## src/rtl/alu_sequencer.sv

```systemverilog
// alu_sequencer
//   Accepts ALU/shift/HI-LO operations over a valid/ready request port and
//   sequences them onto the datapath controls. Simple operations retire one
//   cycle after acceptance. MULTU runs a multi-cycle multiply and retires
//   through a HI/LO write-back cycle.
//
//   Optional feature macro: MUL_OVERLAP_EN
//     defined   - simple non-HI/LO ops may be accepted while a multiply runs,
//                 except in its last iteration cycle.
//     undefined - nothing is accepted while a multiply runs.
//
// Handshake: a request transfers on a rising clk edge where in_valid and
//   in_ready are both high. in_ready may depend on in_signal and is low while
//   reset is asserted. out_valid is a one-cycle strobe with no backpressure;
//   err qualifies out_valid only.
//
// Ports
//   clk, reset           clock, asynchronous active-high reset
//   in_valid/in_ready    request handshake
//   in_signal, in_tag    function code and requester tag
//   alu_signal           registered function code to ALU/shifter
//   mul_start            one-cycle multiply start pulse
//   mul_count            multiplier iteration index (0 outside MUL_RUN)
//   hilo_we              one-cycle HI/LO write enable
//   out_sel              result mux: 0 ALU, 1 shifter, 2 HI, 3 LO
//   out_valid, out_tag   retire strobe and tag of retiring op
//   err                  retiring op had an illegal code
//   busy                 multiply in flight
//   state_dbg            current FSM state (0 IDLE, 1 MUL_RUN, 2 MUL_WB)
module alu_sequencer #(
   parameter int MUL_CYCLES = 32,
   parameter int TAG_W      = 4
) (
   input  logic             clk,
   input  logic             reset,
   input  logic             in_valid,
   output logic             in_ready,
   input  logic [5:0]       in_signal,
   input  logic [TAG_W-1:0] in_tag,
   output logic [5:0]       alu_signal,
   output logic             mul_start,
   output logic [5:0]       mul_count,
   output logic             hilo_we,
   output logic [1:0]       out_sel,
   output logic             out_valid,
   output logic [TAG_W-1:0] out_tag,
   output logic             err,
   output logic             busy,
   output logic [1:0]       state_dbg
);

   typedef enum logic [1:0] {
      IDLE    = 2'd0,
      MUL_RUN = 2'd1,
      MUL_WB  = 2'd2
   } state_t;

   localparam logic [5:0] F_ADD   = 6'd32;
   localparam logic [5:0] F_SUB   = 6'd34;
   localparam logic [5:0] F_AND   = 6'd36;
   localparam logic [5:0] F_OR    = 6'd37;
   localparam logic [5:0] F_SLT   = 6'd42;
   localparam logic [5:0] F_SRL   = 6'd2;
   localparam logic [5:0] F_MULTU = 6'd25;
   localparam logic [5:0] F_MFHI  = 6'd16;
   localparam logic [5:0] F_MFLO  = 6'd18;

   localparam logic [5:0] LAST_COUNT = 6'(MUL_CYCLES - 1);

   state_t           state, state_n;
   logic [5:0]       alu_n, count_n;
   logic [1:0]       sel_n;
   logic [TAG_W-1:0] tag_n, mul_tag, mul_tag_n;
   logic             mul_start_n, hilo_we_n, out_valid_n, err_n;
   logic             is_known, is_multu, is_hilo, accept;
   logic [1:0]       sel_of;

   // Decode of the incoming function code.
   always_comb begin
      is_known = 1'b0;
      sel_of   = 2'd0;
      case (in_signal)
         F_ADD, F_SUB, F_AND, F_OR, F_SLT, F_MULTU: is_known = 1'b1;
         F_SRL:  begin is_known = 1'b1; sel_of = 2'd1; end
         F_MFHI: begin is_known = 1'b1; sel_of = 2'd2; end
         F_MFLO: begin is_known = 1'b1; sel_of = 2'd3; end
         default: ;
      endcase
   end

   assign is_multu = (in_signal == F_MULTU);
   assign is_hilo  = (in_signal == F_MFHI) || (in_signal == F_MFLO);

   // Ready: never during reset; closed in the last multiply iteration so a
   // simple result cannot land on the write-back cycle.
   always_comb begin
      in_ready = 1'b0;
      if (!reset) begin
         case (state)
            IDLE, MUL_WB: in_ready = 1'b1;
            MUL_RUN: begin
`ifdef MUL_OVERLAP_EN
               in_ready = (mul_count != LAST_COUNT) && !is_multu && !is_hilo;
`else
               in_ready = 1'b0;
`endif
            end
            default: in_ready = 1'b0;
         endcase
      end
   end

   assign accept    = in_valid && in_ready;
   assign busy      = (state == MUL_RUN);
   assign state_dbg = state;

   // Next-state and registered-output logic.
   always_comb begin
      state_n     = state;
      alu_n       = alu_signal;
      sel_n       = out_sel;
      tag_n       = out_tag;
      mul_tag_n   = mul_tag;
      count_n     = 6'd0;
      mul_start_n = 1'b0;
      hilo_we_n   = 1'b0;
      out_valid_n = 1'b0;
      err_n       = 1'b0;

      case (state)
         MUL_RUN: begin
            if (mul_count == LAST_COUNT) begin
               state_n     = MUL_WB;
               hilo_we_n   = 1'b1;
               out_valid_n = 1'b1;
               tag_n       = mul_tag;
               sel_n       = 2'd2;
            end else begin
               count_n = 6'(mul_count + 6'd1);
            end
         end
         MUL_WB:  state_n = IDLE;
         default: state_n = state;
      endcase

      // in_ready guarantees an accept never coincides with the write-back
      // decision above, and MULTU is only accepted outside MUL_RUN.
      if (accept) begin
         if (is_multu) begin
            state_n     = MUL_RUN;
            mul_start_n = 1'b1;
            count_n     = 6'd0;
            mul_tag_n   = in_tag;
            alu_n       = in_signal;
         end else begin
            out_valid_n = 1'b1;
            tag_n       = in_tag;
            if (is_known) begin
               alu_n = in_signal;
               sel_n = sel_of;
            end else begin
               err_n = 1'b1;
               sel_n = 2'd0;
            end
         end
      end
   end

   always_ff @(posedge clk or posedge reset) begin
      if (reset) begin
         state      <= IDLE;
         alu_signal <= 6'd0;
         out_sel    <= 2'd0;
         out_tag    <= '0;
         mul_tag    <= '0;
         mul_count  <= 6'd0;
         mul_start  <= 1'b0;
         hilo_we    <= 1'b0;
         out_valid  <= 1'b0;
         err        <= 1'b0;
      end else begin
         state      <= state_n;
         alu_signal <= alu_n;
         out_sel    <= sel_n;
         out_tag    <= tag_n;
         mul_tag    <= mul_tag_n;
         mul_count  <= count_n;
         mul_start  <= mul_start_n;
         hilo_we    <= hilo_we_n;
         out_valid  <= out_valid_n;
         err        <= err_n;
      end
   end

endmodule

```

## config.mk

```make
export PLATFORM = sky130hd
export DESIGN_NAME = alu_sequencer
export DESIGN_NICKNAME = d
export VERILOG_FILES = /design/src/rtl/alu_sequencer.sv
export SDC_FILE = /design/constraint.sdc
export NUM_CORES = 1
export LEC_CHECK = 0
export BUFFER_PORTS_ARGS = -buffer_cell sky130_fd_sc_hd__buf_2
export CELL_PAD_IN_SITES_DETAIL_PLACEMENT = 0
export CELL_PAD_IN_SITES_GLOBAL_PLACEMENT = 1
export CORE_ASPECT_RATIO = 0.8
export CORE_MARGIN = 3
export CORE_UTILIZATION = 38
export CTS_CLUSTER_DIAMETER = 100
export DETAILED_ROUTE_END_ITERATION = 12
export PLACE_DENSITY_LB_ADDON = 0.1
export SLEW_MARGIN = 20
export SYNTH_ARGS = -nofsm -noshare
export SYNTH_HDL_FRONTEND = slang
export SYNTH_SLANG_ARGS = --single-unit
```

## constraint.sdc

```tcl
create_clock -name clk -period 2 [get_ports clk]
set_input_delay 0.4 -clock clk [delete_from_list [all_inputs] [get_ports clk]]
set_output_delay 0.4 -clock clk [all_outputs]
set_load 0.01 [all_outputs]
```

==> metrics.csv <==
metric;value;unit
seq_area;700.7;um^2
fp.dieH;57.40;um
place_inst;191;
critPathRequiredTime;1.60;ns
antenna_left;0;
start_util;0.4009;
cts_made_buffers;3;
finalMaxSlewViolations;0;
crit_chain;inv_1 > ha_1 > o21ba_2 > buf_4 > buf_2;
rsz0062_at_grt;no;
clk-insertion-delay-late;0.26;ns
syn_area;0.001255;mm^2
cts_root_buf;clkbuf_8;
r2r-end;mul_count[3];
post_drt_wl_per_cell;12.86;um
power;0.001199;W
fin_crit_sh;0.9216;
gp_congestion;0.7435;
ys.flop_type;dfrtp_1;
r2r-start;state_dbg[0];
hold_viol_final;0;
setup_violations;0;
reg2reg_depth;7;
relSlewSlack;0.7030;
syn_area_per_cell;11.73;um^2
antenna_found_initial;0;
dieArea;0.004032;mm^2
dr.pass1.iters;4;
fin_skew;0.005373;ns
grt_pass1_wl;4.188;mm
postPlaceCellArea;0.001543;mm^2
core_area;0.003131;mm^2
cp.depth;5;
die_x;70.25;um
synth_nets;124;
cts_tree;done;
final_area;0.001584;mm^2
grt_use_total;0.1316;
synth_area_leader_cell;dfrtp_1;
io_pins;39;
setup_tns;0;ns
fmax;0.5425;GHz
dpl.hpwl;2.000;mm
synthCells;107;
maxCapViolations;0;
synth_edf_count;0;
vias;965;
drt_drc_violations_left;0;
hold_path_class;in2async;
multi_input_area;519.2;um^2
cp-end-kind;output port;
worstPathArrival;1.44;ns
yosysSeqAreaShare;0.5583;
cts_buffer_depth;2;
worstMarginPinSlew;0.4414;ns
dr.first_iter.drc_count;12;
num_rows;18;
synth_top_area_frac;0.5583;
critPathBufInv;3;
critical_path_class;reg2out;
leakagePower;0.7884;nW
ys_types;29;
ys_async_sr_fraction;1.000;
htreeDepth;1;
finalNonFillerCells;194;
area_delta_synth_final;26.22;%
final_util;0.5060;
ys_ff_latch;28;
cts.sinks;28;
synth_area_leaders;dfrtp_1, mux2_2, ha_1;
r2r_setup_slack;0.18;ns
power.density;756.8;mW/mm^2
vdd_drop_max;0.4799;mV
drive_above_1_share;0.4156;
grt_max_degree;29;
grt_overflow;0;
clk_transition_reported_paths;0.08;ns
crit_family;flip-flops;
yosys_warnings;0;
ctsResizeCount;0;
max_stage_delay;0.40;ns
cts_setup_buffers;0;
nets;173;
routed_via_density;4.974;
wl;2.495;mm
status;complete, no violations;
slowest_stage;dfrtp_1;
worst-path-max-fanout;4;
period_minus_slack;1.843;ns
antenna_cells;0;
ctsHoldBuffers;0;
io_buffers;38;
startpoint_type;flop;
fillCellCount;311;
grt_pass1_vias;939;
-- cell usage in the layout (no fill, tap or decap), types with 4 or more instances in the layout --
| master | Yosys | routed |
|---|---|---|
| buf_2 | 1 | 38 |
| buf_4 | 1 | 8 |
| mux2i_1 | 5 | 5 |
| ha_1 | 4 | 4 |
| dfrtp_1 | 28 | 28 |
| nand2_1 | 7 | 7 |
| mux2_2 | 10 | 10 |
| nor2_1 | 11 | 11 |
| inv_1 | 5 | 5 |
| o21ai_0 | 4 | 4 |
| nand3_1 | 4 | 4 |
| a21oi_1 | 5 | 5 |
-- area by class of cell --
class | count | area share
Clock buffer | 3 | 0.02607
Inverter | 6 | 0.01422
Multi-Input combinational cell | 71 | 0.3278
Sequential cell | 28 | 0.4423
Tap cell | 40 | 0.03160
Timing Repair Buffer | 46 | 0.1580
-- metrics by stage --
stage | setup slack, ns | hold slack (ns)
floorplan | 0.2047 | 0.4654
CTS | 0.1279 | 0.1967
global placement | 0.09492 | 0.4824
detailed placement | 0.04950 | 0.4916
global route | 0.07810 | 0.2134
finish | 0.1568 | 0.1928
-- power by group --
group | internal (W) | switching [W]
clock network | 0.000135 | 0.000150
logic | 0.000121 | 0.000129
registers | 0.000630 | 0.0000339
total | 0.000886 | 0.000313
-- tightest hold or removal path, stage by stage --
cell	delay, ns
buf_2	0.10
inv_1	0.04
buf_4	0.32
-- synth_stat cells, types with 2 or more instances --
library cell,n
a21oi_1,5
xnor2_1,2
xor2_1,2
o21ai_0,4
mux2i_1,5
nor3_1,2
ha_1,4
nor4_1,3
mux2_2,10
dfrtp_1,28
nand3_1,4
nor2_1,11
nand2_1,7
inv_1,5
-- cell families (layout without fill, tap and decap cells) --
family	count (synthesis)	in the layout	synth area share
flip-flops	28	28	0.5583
adder cells (fa/ha/maj)	4	4	0.03988
buffers and inverters	8	55	0.02791
multiplexers	15	15	0.1296
XOR/XNOR	4	4	0.02792
AO/OA/AOI/OAI	14	14	0.07976
AND/OR/NAND/NOR	34	34	0.1366
-- flip-flops by register name, indices dropped and copies added (netlist names) --
name,flops
alu_signal,6
mul_count,6
mul_tag,4
out_tag,4
out_sel,2
state_dbg,2
err,1
hilo_we,1
mul_start,1
out_valid,1
-- per-layer routing --
| layer | track usage | share of wire | vias to the layer above |
|---|---|---|---|
| met5 | 0 | 0 | - |
| met2 | 0.2173 | 0.47 | 41 |
| met4 | 0.02459 | 0.0052 | 0 |
| met3 | 0.05810 | 0.10 | 2 |
| li1 | - | - | 465 |
| met1 | 0.1622 | 0.42 | 457 |
-- how the worst max path moves through the flow --
stage                       from             to  slack, ns
floorplan           state_dbg[0]   mul_count[2]       0.20
global route        state_dbg[0]   mul_count[3]       0.08
global placement    in_signal[5]  alu_signal[4]       0.09
finish              state_dbg[0]       in_ready       0.16
CTS                 state_dbg[0]       in_ready       0.13
detailed placement  in_signal[5]  alu_signal[5]       0.05
Note: power is estimated with default switching activity, not from simulation.
